`src/rtl/serial_pkg.sv`:
```
// Shared UART tx types and constants for the chunk serializer.
// CHUNK_CSUM_EN adds the CSUM state used by the checksum frame.
package serial_pkg;

  localparam int   DATA_BITS  = 8;
  localparam logic START_LVL  = 1'b0;
  localparam logic STOP_LVL   = 1'b1;
  localparam int   FRAME_BITS = 10;

  typedef enum logic [2:0] {
    IDLE,
    START,
    DATA,
    STOP
`ifdef CHUNK_CSUM_EN
    , CSUM
`endif
  } tx_state_t;

  function automatic int unsigned timer_w(
    input int unsigned clks
  );
    return (clks < 3) ? 1 : $clog2(clks);
  endfunction

endpackage

```
`src/rtl/chunk_serial_tx_if.sv`:
```
// Chunk input handshake: din qualified by din_valid, taken when
// din_ready is high.
interface chunk_serial_tx_if #(
  parameter int N = 30
) ();
  logic [N-1:0] din;
  logic         din_valid;
  logic         din_ready;

  modport master (
    output din,
    output din_valid,
    input  din_ready
  );

  modport slave (
    input  din,
    input  din_valid,
    output din_ready
  );
endinterface

```
`src/rtl/uart_tx_byte.sv`:
```
// One 8N1 frame per go; a go in the last stop cycle chains
// the next frame with no idle gap.
module uart_tx_byte
  import serial_pkg::*;
#(
  parameter int CLKS_PER_BIT = 868
) (
  input  logic       clk,
  input  logic       reset,
  input  logic       go,
  input  logic [7:0] byte_in,
  output logic       txd,
  output logic       byte_done
);

  localparam int TW = timer_w(CLKS_PER_BIT);
  localparam int BW = $clog2(DATA_BITS);
  localparam logic [TW-1:0] LAST_T = TW'(CLKS_PER_BIT - 1);
  localparam logic [BW-1:0] LAST_B = BW'(DATA_BITS - 1);

  tx_state_t     state_q, state_d;
  logic [TW-1:0] timer_q, timer_d;
  logic [BW-1:0] bit_q, bit_d;
  logic [7:0]    shreg_q, shreg_d;
  logic          txd_d;
  logic          tick;

  assign tick = (timer_q == LAST_T);

  always_comb begin
    state_d   = state_q;
    timer_d   = timer_q;
    bit_d     = bit_q;
    shreg_d   = shreg_q;
    byte_done = 1'b0;
    unique case (state_q)
      IDLE: begin
        if (go) begin
          state_d = START;
          timer_d = '0;
          shreg_d = byte_in;
        end
      end
      START: begin
        if (tick) begin
          state_d = DATA;
          timer_d = '0;
          bit_d   = '0;
        end else begin
          timer_d = timer_q + 1'b1;
        end
      end
      DATA: begin
        if (tick) begin
          timer_d = '0;
          if (bit_q == LAST_B) begin
            state_d = STOP;
          end else begin
            bit_d   = bit_q + 1'b1;
            shreg_d = shreg_q >> 1;
          end
        end else begin
          timer_d = timer_q + 1'b1;
        end
      end
      STOP: begin
        if (tick) begin
          byte_done = 1'b1;
          timer_d   = '0;
          if (go) begin
            state_d = START;
            shreg_d = byte_in;
          end else begin
            state_d = IDLE;
          end
        end else begin
          timer_d = timer_q + 1'b1;
        end
      end
      default: state_d = IDLE;
    endcase
  end

  // Line level is registered from the next state to keep txd glitch-free.
  always_comb begin
    txd_d = STOP_LVL;
    unique case (state_d)
      START:   txd_d = START_LVL;
      DATA:    txd_d = shreg_d[0];
      default: txd_d = STOP_LVL;
    endcase
  end

  always_ff @(posedge clk) begin
    if (reset) begin
      state_q <= IDLE;
      timer_q <= '0;
      bit_q   <= '0;
      shreg_q <= '0;
      txd     <= STOP_LVL;
    end else begin
      state_q <= state_d;
      timer_q <= timer_d;
      bit_q   <= bit_d;
      shreg_q <= shreg_d;
      txd     <= txd_d;
    end
  end

endmodule

```
`src/rtl/chunk_serial_tx.sv`:
```
// Splits an N-bit chunk into COUNT bytes, MSB byte first, over 8N1.
// CHUNK_CSUM_EN appends an XOR checksum frame after the data bytes.
module chunk_serial_tx
  import serial_pkg::*;
#(
  parameter int N            = 30,
  parameter int COUNT        = 4,
  parameter int CLKS_PER_BIT = 868
) (
  input  logic        clk,
  input  logic        reset,
  chunk_serial_tx_if.slave din_if,
  output logic        txD,
  output logic        busy,
  output logic        done,
  output logic [31:0] counter
);

  localparam int W  = COUNT * 8;
  localparam int IW = $clog2(COUNT + 1);

  tx_state_t     phase_q, phase_d;
  logic [W-1:0]  sreg_q, sreg_d;
  logic [IW-1:0] idx_q, idx_d;
  logic [W-1:0]  ext;
  logic [7:0]    byte_in;
  logic          go, byte_done, fin, accept;
`ifdef CHUNK_CSUM_EN
  logic [7:0]    csum_q, csum_d;
`endif

  assign ext              = W'(din_if.din);
  assign din_if.din_ready = (phase_q == IDLE);
  assign busy             = (phase_q != IDLE);
  assign accept           = din_if.din_valid & din_if.din_ready;

  always_comb begin
    phase_d = phase_q;
    sreg_d  = sreg_q;
    idx_d   = idx_q;
    go      = 1'b0;
    fin     = 1'b0;
    byte_in = sreg_q[W-1 -: 8];
`ifdef CHUNK_CSUM_EN
    csum_d  = csum_q;
`endif
    unique case (phase_q)
      IDLE: begin
        // First byte goes straight from din so the start bit is not delayed.
        if (accept) begin
          go      = 1'b1;
          byte_in = ext[W-1 -: 8];
          sreg_d  = ext << 8;
          idx_d   = IW'(1);
          phase_d = DATA;
`ifdef CHUNK_CSUM_EN
          csum_d  = ext[W-1 -: 8];
`endif
        end
      end
      DATA: begin
        if (byte_done) begin
          if (idx_q == IW'(COUNT)) begin
`ifdef CHUNK_CSUM_EN
            go      = 1'b1;
            byte_in = csum_q;
            phase_d = CSUM;
`else
            fin     = 1'b1;
            phase_d = IDLE;
`endif
          end else begin
            go     = 1'b1;
            sreg_d = sreg_q << 8;
            idx_d  = idx_q + 1'b1;
`ifdef CHUNK_CSUM_EN
            csum_d = csum_q ^ sreg_q[W-1 -: 8];
`endif
          end
        end
      end
`ifdef CHUNK_CSUM_EN
      CSUM: begin
        if (byte_done) begin
          fin     = 1'b1;
          phase_d = IDLE;
        end
      end
`endif
      default: phase_d = IDLE;
    endcase
  end

  always_ff @(posedge clk) begin
    if (reset) begin
      phase_q <= IDLE;
      sreg_q  <= '0;
      idx_q   <= '0;
      done    <= 1'b0;
      counter <= '0;
`ifdef CHUNK_CSUM_EN
      csum_q  <= '0;
`endif
    end else begin
      phase_q <= phase_d;
      sreg_q  <= sreg_d;
      idx_q   <= idx_d;
      done    <= fin;
      if (fin) counter <= counter + 32'd1;
`ifdef CHUNK_CSUM_EN
      csum_q  <= csum_d;
`endif
    end
  end

  uart_tx_byte #(
    .CLKS_PER_BIT(CLKS_PER_BIT)
  ) u_tx (
    .clk      (clk),
    .reset    (reset),
    .go       (go),
    .byte_in  (byte_in),
    .txd      (txD),
    .byte_done(byte_done)
  );

endmodule

```
`src/flat_wrapper.sv`:
```
// flat-port wrapper written by rule: the top's interface ports become plain ports
module chunk_serial_tx_flat import serial_pkg::*;
#(
  parameter int N            = 30,
  parameter int COUNT        = 4,
  parameter int CLKS_PER_BIT = 868
)
  (clk, reset, txD, busy, done, counter, din_if_din, din_if_din_valid, din_if_din_ready);
  chunk_serial_tx_if #(.N(N)) din_if_i ();
  input  logic clk;
  input  logic reset;
  output logic txD;
  output logic busy;
  output logic done;
  output logic [31:0] counter;
  input wire logic [$bits(din_if_i.din)-1:0] din_if_din;
  input wire logic [$bits(din_if_i.din_valid)-1:0] din_if_din_valid;
  output wire logic [$bits(din_if_i.din_ready)-1:0] din_if_din_ready;
  assign din_if_i.din = din_if_din;
  assign din_if_i.din_valid = din_if_din_valid;
  assign din_if_din_ready = din_if_i.din_ready;
  chunk_serial_tx #(.N(N), .COUNT(COUNT), .CLKS_PER_BIT(CLKS_PER_BIT)) u_core (.clk(clk), .reset(reset), .din_if(din_if_i), .txD(txD), .busy(busy), .done(done), .counter(counter));
endmodule
```
`config.mk`:
```
export PLATFORM = sky130hd
export DESIGN_NAME = chunk_serial_tx_flat
export DESIGN_NICKNAME = d
export VERILOG_FILES = /design/src/rtl/serial_pkg.sv /design/src/rtl/chunk_serial_tx_if.sv /design/src/rtl/uart_tx_byte.sv /design/src/rtl/chunk_serial_tx.sv /design/src/flat_wrapper.sv
export SDC_FILE = /design/constraint.sdc
export NUM_CORES = 1
export LEC_CHECK = 0
export BUFFER_PORTS_ARGS = -buffer_cell sky130_fd_sc_hd__buf_2
export CORE_MARGIN = 2
export CORE_UTILIZATION = 30
export CTS_BUF_LIST = sky130_fd_sc_hd__clkbuf_16
export DETAILED_ROUTE_END_ITERATION = 8
export HOLD_SLACK_MARGIN = 0.15
export MAX_ROUTING_LAYER = met4
export SLEW_MARGIN = 15
export SYNTH_ARGS = -nofsm -noshare
export SYNTH_HDL_FRONTEND = slang
export SYNTH_SLANG_ARGS = --single-unit
```
`constraint.sdc`:
```
create_clock -name clk -period 3.3 [get_ports clk]
set_clock_uncertainty 0.2 [all_clocks]
set_input_delay 0.66 -clock clk [delete_from_list [all_inputs] [get_ports clk]]
set_output_delay 0.66 -clock clk [all_outputs]
set_load 0.01 [all_outputs]
```
# == Word level (Yosys, flattened, before mapping) ==
# Cells that the tools add are included.
# totals
reg_bits,96
wordCells,90
# classes
add_sub_neg,4
eq_ne,18
muxes,43
bitwise_logic,1
reduce_logical,13
# op_table
cell,count
32-bit 2-to-1 mux,3
32-bit one-hot mux with 2 select lines,1
8-bit 2-to-1 mux,6
3-bit 2-to-1 mux,14
"32-bit by 1-bit adder with 32-bit output, second input constant",1
8-bit one-hot mux with 3 select lines,1
10-bit 2-to-1 mux,2
10-bit one-hot mux with 2 select lines,1
3-bit one-hot mux with 2 select lines,3
"3-bit by 2-bit equality test with 1-bit output, second input constant",4
"2-bit inequality test, second input constant",6
3-bit one-hot mux with 4 select lines,1
4-bit AND reduction,3
"10-bit by 1-bit adder with 10-bit output, second input constant",1
"10-bit equality test, second input constant",1
1-bit 2-to-1 mux,9
"3-bit by 1-bit adder with 3-bit output, second input constant",2
"3-bit by 1-bit equality test with 1-bit output, second input constant",2
"3-bit equality test, second input constant",2
3-bit logical NOT,2
"2-bit by 1-bit inequality test with 1-bit output, second input constant",3
2-bit nonzero test,3
3-bit nonzero test,2
1-bit one-hot mux with 2 select lines,2
4 further kinds,4

# == Logic depth before layout (Yosys ltp) ==
# Gate-level depths: netlist (run 1).
# logic_depth
depth_word,10
depth_mapped,9

# == Cells and area by module ==
# Synthesis (run 1) repeated with hierarchy kept, for this count alone.
# hier_totals
cells_unflattened,495
area_unflattened_um2,4231.6
# by_module_without_submodules
module,instances,cells_per_inst,area_per_inst_um2,seq_area_each_um2
chunk_serial_tx,1,341,2859.0,1221.2
uart_tx_byte,1,154,1372.6,500.5

# == Worst setup path after synthesis (run 1) ==
# No wires, ideal clock.
# synth_timing
path_type,reg-to-reg
from,reg u_core.u_tx.timer_q[7]
to,reg u_core.counter[27]
arrival_time_ps,2658
t_required_ps,3029
path_slack_ps,372
path_stages_with_launch,8
period_less_slack_ps,2928
path_cell_list,dfxtp_1 -> or4b_4 -> buf_6 -> or3_4 -> or4_4 -> buf_6 -> or4_1 -> a21oi_1
# synth_between
elab_chain_cells,5
# synth_rtl
item,line,source
start: declaration,uart_tx_byte.sv:22,"logic [TW-1:0] timer_q, timer_d;"
start signal: assignment,uart_tx_byte.sv:103,timer_q <= timer_d;
10-bit equality test,uart_tx_byte.sv:28,assign tick = (timer_q == LAST_T);
1-bit 2-to-1 mux,uart_tx_byte.sv:67,if (tick) begin
1-bit 2-to-1 mux,uart_tx_byte.sv:36,unique case (state_q)
1-bit 2-to-1 mux,chunk_serial_tx.sv:62,if (byte_done) begin
1-bit 2-to-1 mux,chunk_serial_tx.sv:47,unique case (phase_q)
end signal: assignment,chunk_serial_tx.sv:109,if (fin) counter <= counter + 32'd1;
end: declaration,chunk_serial_tx.sv:16,output logic [31:0] counter
# No other way between the ends.
# A chain may end at the register's enable or synchronous reset.

# == Worst setup path after layout (run 1) ==
# layout_timing
from,reg u_core.u_tx.timer_q[2]
to,reg u_core.counter[12]
# The elaborated chain is that of the path after synthesis.

==> results of run 1 <==
## worst min-delay path by stage
stage,startpoint,endpoint
after CTS,u_core.u_tx.bit_q[1],u_core.u_tx.bit_q[1]
final,u_core.u_tx.bit_q[1],u_core.u_tx.bit_q[1]
after floorplan,u_core.u_tx.bit_q[1],u_core.u_tx.bit_q[1]
after global placement,u_core.u_tx.bit_q[1],u_core.u_tx.bit_q[1]
after detailed placement,u_core.u_tx.bit_q[1],u_core.u_tx.bit_q[1]
after global routing,u_core.u_tx.bit_q[1],u_core.u_tx.bit_q[1]
## final cells by class
class,instances,share of cell area (%)
clock inverter,7,0.8464
tap,176,4.514
multi-input combinational,345,44.50
inverter,19,1.462
timing repair buffer,78,8.771
sequential,86,35.29
clock buffer,9,4.617
## kinds of logic (layout without fill, tap and decap cells)
| family | Yosys count | after routing |
|---|---|---|
| adder cells (fa/ha/maj) | 6 | 6 |
| buffers and inverters | 52 | 113 |
| multiplexers | 19 | 19 |
| flip-flops | 86 | 86 |
| AO/OA/AOI/OAI | 114 | 114 |
| AND/OR/NAND/NOR | 186 | 186 |
| other | 1 | 1 |
| XOR/XNOR | 19 | 19 |
## Yosys cell counts (8+ instances only)
master    instances  area share [%]
a211oi_1         18             3.3
inv_1            19             1.7
nand3_1          19             2.3
mux2i_1          19             4.6
o31ai_1          13             2.4
nand2_1          31             2.8
clkbuf_1         29             2.7
o21ai_0          12             1.5
nand4_1          18             2.7
dfxtp_1          86              42
a22oi_1           8             1.5
or4_1            16             2.9
nor2_1           51             4.7
a21oi_1          40             4.9
or3_1            11             1.7
xnor2_1           9             1.9
xor2_1           10             2.1
## stage by stage
step | util, % | power, µW | setup slack (ns)
6_report | 36.69 | 2155 | 0.2329
5_1_grt | 36.69 | 2258 | 0.04418
4_1_cts | 36.69 | 2185 | 0.2330
3_5_place_dp | 34.69 | 1269 | 0.2528
3_3_place_gp | 34.69 | 1266 | 0.2965
2_1_floorplan | - | 1215 | 0.3717
## worst max-delay path, delay by kind of cell (launching register included)
family / cells / cell delay (ns)
and+or+nand+nor: 4 / 2.06
AOI/OAI and AO/OA: 1 / 0.14
buffers and inverters: 1 / 0.26
DFF: 1 / 0.34
## layer usage
metal | routed length (µm) | part of all wire, % | track usage, % | vias up
met2 | 4586 | 47 | 22.40 | 77
met3 | 509 | 5.2 | 4.558 | 6
met4 | 67 | 0.69 | 3.343 | 0
met1 | 4532 | 47 | 17.35 | 1700
met5 | 0 | 0 | - | -
li1 | - | - | - | 1876
## registers in the layout, indices dropped and copies added, names as in the netlist
name                 count
u_core.phase_q           1
u_core.sreg_q           24
u_core.u_tx.bit_q        3
u_core.done              1
u_core.u_tx.shreg_q      8
u_core.u_tx.state_q      3
u_core.counter          32
u_core.u_tx.txd          1
u_core.idx_q             3
u_core.u_tx.timer_q     10
## report_power, final
| part | leakage (µW) | total [µW] | internal, µW | switching (µW) |
|---|---|---|---|---|
| sequential | 0.000699 | 1090 | 1070 | 18.1 |
| clock | 0.000126 | 910 | 503 | 407 |
| combinational | 0.000946 | 161 | 68.3 | 92.3 |
| total | 0.00177 | 2160 | 1640 | 518 |
==> impl_metrics.csv, run 1 <==
group,metric,value,unit
status,status,"completed",
sta,timing.fmax,326.0,MHz
worst_hold_path,holdPathStages,2,
cts,cts.clk_slew.worst_paths,0.06,ns
drt,drt_iter0_markers,200,
drt,dr.pass1.iters,4,
drt,routed_via_density,5.082,
layout,final.fill_count,1406,
global_routing,antenna_found_initial,0,
global_routing,grt_max_degree,48,
pwr,powerDensity,441.8,nW/µm²
layout,seqCellArea,1722,µm²
worst_setup_path,slowest_stage,"or4_1",
worst_setup_path,crit_type,"reg2reg",
sta,period_share,92.94,%
layout,final_nets,578,
cts,cts_tree,"done",
synth,yosys_warnings,0,
worst_setup_path,critical_path_required,3.37,ns
pwr,p_leak,0.001771,µW
die,num_rows,42,
die,core,13300,µm²
flow_run,drv_cap,0,
sta,setup_tns,0,ns
synth,synth_edf_count,0,
global_routing,first_global_vias,3511,
synth,synthCells,483,
layout,final_layout_size_suffix_gt1_share,18.75,%
worst_setup_path,reg2reg_slack,0.23,ns
cts,post_cts_resized,0,
global_routing,overflow,0,
drt,post_drt_wl_per_cell,13.47,µm
cts,insertion_delay,0.34,ns
place,place_hpwl,6.790,mm
sta,fin_hold_ws,0.2571,ns
layout,multiInputGateArea,2171,µm²
global_routing,grtUsageTotal,14.07,%
synth,syn_nets,522,
drt,wl,9.696,mm
worst_setup_path,crit_start,"u_core.u_tx.timer_q[2]",
drt,ant_nets,0,
die,start_util,30.86,%
cts,cts_sinks,86,
worst_setup_path,reg2reg_depth,6,
synth,synthMuxAreaShare,4.636,%
synth,syn_area,4103,µm²
worst_setup_path,crit_path_max_fanout,15,
sta,setup_violations,0,
synth,synth_cell_type_count,49,
worst_setup_path,endpoint,"u_core.counter[12]",
worst_setup_path,end_kind,"flip-flop",
synth,synth-seq-area-share,41.96,%
layout,area_growth,18.91,%
cts,numCtsBuffers,9,
sta,worstMarginPinSlew,0.8474,ns
sta,rsz0062_at_grt,"false",
cts,htreeDepth,3,
cts,cts_root_buf,"clkbuf_16",
worst_setup_path,crit_chain,"or4b_4, or3_4, or4_1, buf_4, or3_1, a21oi_1",
place,dp.cells,704,
synth,synth_compound_area_share,18.18,%
sta,drv_slew,0,
die,ios,69,
sta,hold_viol_final,0,
layout,antenna_cells,0,
sta,slew_headroom,43.50,%
place,placed_area,4612,µm²
global_routing,grt_pass1_wl,16.33,mm
drt,vias,3659,
sta,final.min_clock_period,3.067,ns
die,die_width,120.9,µm
worst_setup_path,regToRegEndpoint,"u_core.counter[12]",
pwr,irDropWorstVdd,0.3148,mV
synth,synthSimpleGateAreaFrac,24.12,%
synth,synth_ff_type,"dfxtp_1",
worst_hold_path,hold_path.class,"reg2reg",
cts,cts_hold_buf,0,
synth,yosys.area_share.xor_xnor,4.056,%
layout,layout_commonest_cell,"dfxtp_1",
worst_setup_path,cp-start-kind,"flip-flop",
worst_setup_path,max_stage_delay,0.74,ns
layout,finalNonFillerCells,720,
synth,synthArstFlopShare,0,%
synth,avgSynthCellArea,8.494,µm²
worst_setup_path,cp.arrival,3.14,ns
worst_setup_path,r2r_start,"u_core.u_tx.timer_q[2]",
die,die_area,14630,µm²
synth,synth_top_family_by_area,"simple AND/OR/NAND/NOR gates",
synth,synthAdderAreaFrac,1.830,%
cts,clock_path_buffers,2,
layout,mostFrequentLayoutCells,"86 x dfxtp_1, 68 x buf_2, 51 x nor2_1",
layout,final_cell_area,4878,µm²
place,finalWeightedCongestion,0.7883,
cts,postCtsSetupRepairBufs,0,
synth,ys_ff_latch,86,
die,die_h,120.9,µm
drt,drc_errors,0,
place,io_buffers,68,
No activity file was read; power rests on OpenSTA's default activity.
==> run 2: changes to the inputs <==
CORE_UTILIZATION = 56   (was 30)
PLACE_DENSITY = 0.79   (was default)
==> impl_metrics.csv, run 2 (synthesis results as in run 1) <==
group,metric,value,unit
cts,htreeDepth,3,
worst_setup_path,crit_chain,"or4b_4, or3_4, or4_1, buf_4, or3_1, a21oi_1",
cts,cts_sinks,86,
die,ios,69,
worst_setup_path,reg2reg_slack,0.19,ns
global_routing,grt.met3_usage,5.302,%
worst_setup_path,r2r_start,"u_core.u_tx.timer_q[2]",
pwr,powerDensity,476.3,nW/µm²
global_routing,grt_max_degree,59,
worst_hold_path,hold_path.class,"reg2reg",
global_routing,grtUsageTotal,24.95,%
layout,area_growth,17.32,%
sta,final.min_clock_period,3.110,ns
worst_setup_path,crit_type,"reg2reg",
die,die_area,8027,µm²
die,start_util,57.18,%
worst_setup_path,max_stage_delay,0.76,ns
cts,post_cts_resized,0,
cts,cts.clk_slew.worst_paths,0.07,ns
worst_setup_path,crit_path_max_fanout,15,
sta,timing.fmax,321.5,MHz
sta,rsz0062_at_grt,"false",
global_routing,grt_pass1_wl,15.38,mm
global_routing,antenna_found_initial,0,
layout,final.fill_count,623,
sta,hold_viol_final,0,
layout,largest_reg_flops,32,
global_routing,gr-max-usage-layer,"met2",
worst_hold_path,min_to,"u_core.u_tx.bit_q[2]",
layout,mostFrequentLayoutCells,"86 x dfxtp_1, 68 x buf_2, 51 x nor2_1",
drt,ant_nets,0,
layout,reg.largest.list,"u_core.counter (32), u_core.sreg_q (24), u_core.u_tx.timer_q (10)",
layout,final_nets,579,
layout,layout_commonest_cell,"dfxtp_1",
place,place_hpwl,6.274,mm
cts,insertion_delay,0.35,ns
sta,period_share,94.24,%
global_routing,first_global_vias,3474,
global_routing,grt_util_met1,29.94,%
worst_setup_path,cp-start-kind,"flip-flop",
sta,setup_violations,0,
sta,drv_slew,0,
cts,cts_hold_buf,0,
layout,antenna_cells,0,
worst_setup_path,cp.arrival,3.19,ns
global_routing,overflow,0,
cts,postCtsSetupRepairBufs,0,
drt,dr.pass1.iters,4,
die,die_width,89.60,µm
layout,final_layout_size_suffix_gt1_share,19.27,%
drt,post_drt_wl_per_cell,14.53,µm
worst_hold_path,min-delay-start,"u_core.u_tx.bit_q[2]",
cts,clock_path_buffers,2,
pwr,p_leak,0.001793,µW
worst_setup_path,regToRegEndpoint,"u_core.counter[10]",
status,status,"completed",
drt,drc_errors,0,
sta,setup_tns,0,ns
drt,routed_via_density,5.801,
die,die_h,89.60,µm
place,finalWeightedCongestion,0.8034,
sta,worstMarginPinSlew,1.015,ns
cts,numCtsBuffers,9,
worst_setup_path,end_kind,"flip-flop",
drt,wl,9.355,mm
drt,vias,3736,
cts,cts_tree,"done",
worst_setup_path,reg2reg_depth,6,
sta,slew_headroom,32.31,%
flow_run,drv_cap,0,
worst_setup_path,crit_family,"simple AND/OR/NAND/NOR gates",
die,core,7176,µm²
worst_setup_path,critPathBufInv,1,
drt,drt_iter0_markers,200,
pwr,finalPower,2293,µW
cts,cts_root_buf,"clkbuf_16",
place,io_buffers,68,
global_routing,grtUsageMet2,41.84,%
worst_setup_path,slowest_stage,"or4_1",
worst_setup_path,critical_path_required,3.38,ns
worst_hold_path,holdPathStages,2,
layout,top_register,"u_core.counter",
die,num_rows,31,
pwr,irDropWorstVdd,0.3216,mV
[run 2: cell types whose count changed in the layout (fill, tap and decap cells not counted), sizes merged]
cell and change:
buf +1, clkinvlp -1, clkinv -4, inv +4
bufinv +1
[run 2: tightest hold or removal path: cells and delay by family, from the launching register on]
family	cells	cell delay [ns]
flip-flops	1	0.31
AND/OR/NAND/NOR	1	0.05
AO/OA/AOI/OAI	1	0.05
[run 2: metrics by stage]
stage | instances | area [µm²] | hold slack, ns | utilization [%] | setup slack (ns)
finish | 644 | 4813 | 0.2572 | 67.08 | 0.1899
detailed placement | 628 | 4511 | 0.2529 | 62.86 | 0.2343
global placement | 628 | 4511 | 0.2440 | 62.86 | 0.3127
CTS | 644 | 4813 | 0.2629 | 67.08 | 0.1976
floorplan | 483 | 4103 | 0.2356 | - | 0.3717
global route | 644 | 4813 | 0.2790 | 67.08 | 0.06428
[run 2: layer usage]
| metal | part of all wire, % | wire length [µm] | vias to the layer above |
|---|---|---|---|
| li1 | - | - | 1884 |
| met1 | 44 | 4091 | 1764 |
| met2 | 51 | 4796 | 78 |
| met3 | 3.9 | 365 | 10 |
| met4 | 1.1 | 102 | 0 |
| met5 | 0 | 0 | - |
[run 2: worst max-delay path by stage]
stage	from	endpoint	slack, ns	depth (start not counted)
2_1_floorplan	u_core.u_tx.timer_q[7]	u_core.counter[27]	0.37	7
3_3_place_gp	u_core.u_tx.timer_q[2]	u_core.counter[16]	0.31	6
3_5_place_dp	u_core.u_tx.timer_q[2]	u_core.counter[14]	0.23	6
4_1_cts	u_core.u_tx.timer_q[2]	u_core.counter[14]	0.20	6
5_1_grt	u_core.u_tx.timer_q[2]	u_core.counter[16]	0.06	6
6_report	u_core.u_tx.timer_q[2]	u_core.counter[10]	0.19	6
[run 2: layout make-up]
cell class / instances / area, µm² / share of cell area (%)
Multi-Input combinational cell: 345 / 2171 / 45.10
Inverter: 19 / 71.32 / 1.482
Timing Repair Buffer: 79 / 422.9 / 8.786
Clock inverter: 7 / 77.57 / 1.612
Sequential cell: 86 / 1722 / 35.77
Tap cell: 99 / 123.9 / 2.573
Clock buffer: 9 / 225.2 / 4.679
[run 2: report_power, final]
group          leakage, µW  switching [µW]  internal, µW  total [µW]
Clock             0.000147             451           596        1050
Combinational     0.000947            92.9          67.4         160
Sequential        0.000699            19.1          1070        1090
Total              0.00179             563          1730        2290
==> run 3: changes to the inputs <==
CORE_UTILIZATION = 53   (was 56)
CTS_BUF_LIST = sky130_fd_sc_hd__clkbuf_4   (was sky130_fd_sc_hd__clkbuf_16)
SLEW_MARGIN = default   (was 15)
clock period = 2.85 ns   (was 3.3 ns; I/O delays follow)
==> impl_metrics.csv, run 3 (synthesis results as in run 1) <==
group,metric,value,unit
cts,cts_root_buf,"clkbuf_4",
cts,htreeDepth,3,
worst_setup_path,critical_path_required,3.02,ns
global_routing,grtUsageTotal,24.16,%
sta,slew_headroom,58.25,%
sta,rsz0062_at_grt,"false",
pwr,irDropWorstVdd,0.3122,mV
sta,setup_violations,0,
die,ios,69,
worst_setup_path,crit_chain,"or4b_4, or3_4, or4_4, buf_6, or3_1, a21oi_1",
drt,drt_iter0_markers,116,
layout,area_growth,17.84,%
pwr,powerDensity,446.8,nW/µm²
global_routing,first_global_vias,3733,
sta,period_share,97.14,%
drt,dr.pass1.iters,4,
die,die_area,8460,µm²
place,place_hpwl,6.627,mm
cts,numCtsBuffers,9,
place,finalWeightedCongestion,0.8247,
pwr,p_leak,0.001809,µW
cts,insertion_delay,0.44,ns
die,num_rows,32,
sta,setup_tns,0,ns
sta,setup_ws,0.08162,ns
global_routing,antenna_found_initial,0,
drt,routed_via_density,5.782,
die,start_util,53.93,%
worst_setup_path,crit_type,"reg2reg",
global_routing,grt_pass1_wl,16.46,mm
cts,cts_sinks,86,
cts,clock_path_buffers,2,
drt,vias,3839,
layout,reg.largest.list,"u_core.counter (32), u_core.sreg_q (24), u_core.u_tx.timer_q (10)",
worst_setup_path,crit_path_max_fanout,9,
layout,top_register,"u_core.counter",
layout,antenna_cells,0,
place,place_ws,0.005459,ns
layout,largest_reg_flops,32,
global_routing,overflow,0,
sta,hold_viol_final,0,
layout,final.fill_count,650,
global_routing,grt_max_degree,41,
status,status,"completed",
worst_hold_path,hold_path.class,"in2reg",
worst_setup_path,critPathBufInv,1,
flow_run,drv_cap,0,
drt,ant_nets,0,
pwr,finalPower,2160,µW
die,core,7607,µm²
die,die_h,91.98,µm
cts,cts_hold_buf,0,
worst_setup_path,max_stage_delay,0.58,ns
worst_setup_path,cp-start-kind,"flip-flop",
sta,timing.fmax,361.2,MHz
worst_setup_path,cp.arrival,2.94,ns
cts,cts.clk_slew.worst_paths,0.14,ns
sta,worstMarginPinSlew,0.6263,ns
drt,drc_errors,0,
sta,final.min_clock_period,2.768,ns
place,io_buffers,68,
sta,drv_slew,0,
cts,cts_tree,"done",
layout,final_nets,596,
worst_setup_path,end_kind,"flip-flop",
layout,layout_commonest_cell,"dfxtp_1",
die,die_width,91.98,µm
drt,wl,9.597,mm
layout,final_layout_size_suffix_gt1_share,22.95,%
drt,post_drt_wl_per_cell,14.45,µm
layout,mostFrequentLayoutCells,"84 x dfxtp_1, 68 x buf_2, 51 x nor2_1",
worst_setup_path,slowest_stage,"or4_4",
worst_setup_path,crit_family,"simple AND/OR/NAND/NOR gates",
run 3: cell count changes in the layout (fill, tap and decap cells not counted), moves of 3 or more:
| cell | before | now |
|---|---|---|
| clkbuf_4 | 0 | 9 |
| clkbuf_16 | 9 | 0 |
| buf_4 | 11 | 24 |
| a21oi_2 | 0 | 3 |
| a21oi_1 | 40 | 37 |
run 3: worst paths after layout:
check	slack, ns	start	cells past startpoint	end
worst max register to register	0.08	u_core.u_tx.timer_q[7]	6	u_core.counter[14]
worst min register to register	0.28	u_core.u_tx.bit_q[1]	2	u_core.u_tx.bit_q[1]
worst max-delay path	0.08	u_core.u_tx.timer_q[7]	6	u_core.counter[14]
worst min-delay path	0.18	din_if_din[4]	3	u_core.sreg_q[12]
run 3: layout make-up:
cell class              count  area, µm²  area share [%]
multi-input cells         346       2210           45.70
flip-flops and latches     86       1724           35.66
well taps                 102      127.6           2.640
repair buffers             95      563.0           11.65
clock inverters             7      71.32           1.475
clock buffers               9      67.56           1.398
inverters                  19      71.32           1.475
run 3: per-stage QoR:
step / utilization (%) / area, µm² / hold WS [ns] / instances
3_5_place_dp: 60.94 / 4636 / 0.2570 / 645
5_1_grt: 63.55 / 4835 / 0.1762 / 664
2_1_floorplan: - / 4118 / 0.2356 / 483
6_report: 63.55 / 4835 / 0.1752 / 664
3_3_place_gp: 60.94 / 4636 / 0.2422 / 645
4_1_cts: 62.88 / 4783 / 0.1509 / 662
run 3: where the power goes:
group / internal (µW) / switching [µW]
clock network: 270 / 439
logic: 85.3 / 111
registers: 1240 / 19.4
run 3: metal layers:
metal,vias up,wire [µm],track usage (%)
met5,-,0,-
met4,0,82,6.716
met3,9,455,6.327
met2,88,4900,41.24
met1,1815,4158,28.22
li1,1927,-,-
run 3: what timing repair did:
| item | CTS | global route |
|---|---|---|
| pin swaps | 2 | 2 |
| endpoints found under the setup margin | 4 | 17 |
| gates resized for setup | 0 | 11 |
| gates cloned | 1 | 0 |
| setup buffers | 0 | 2 |
| hold endpoints to repair | 0 | 0 |
run 3: worst reg2reg max path, cell delays in order (launching register included):
cell and delay (ns):
dfxtp_2 0.34, or4b_4 0.53, or3_4 0.42, or4_4 0.58, buf_6 0.17, or3_1 0.31, a21oi_1 0.15
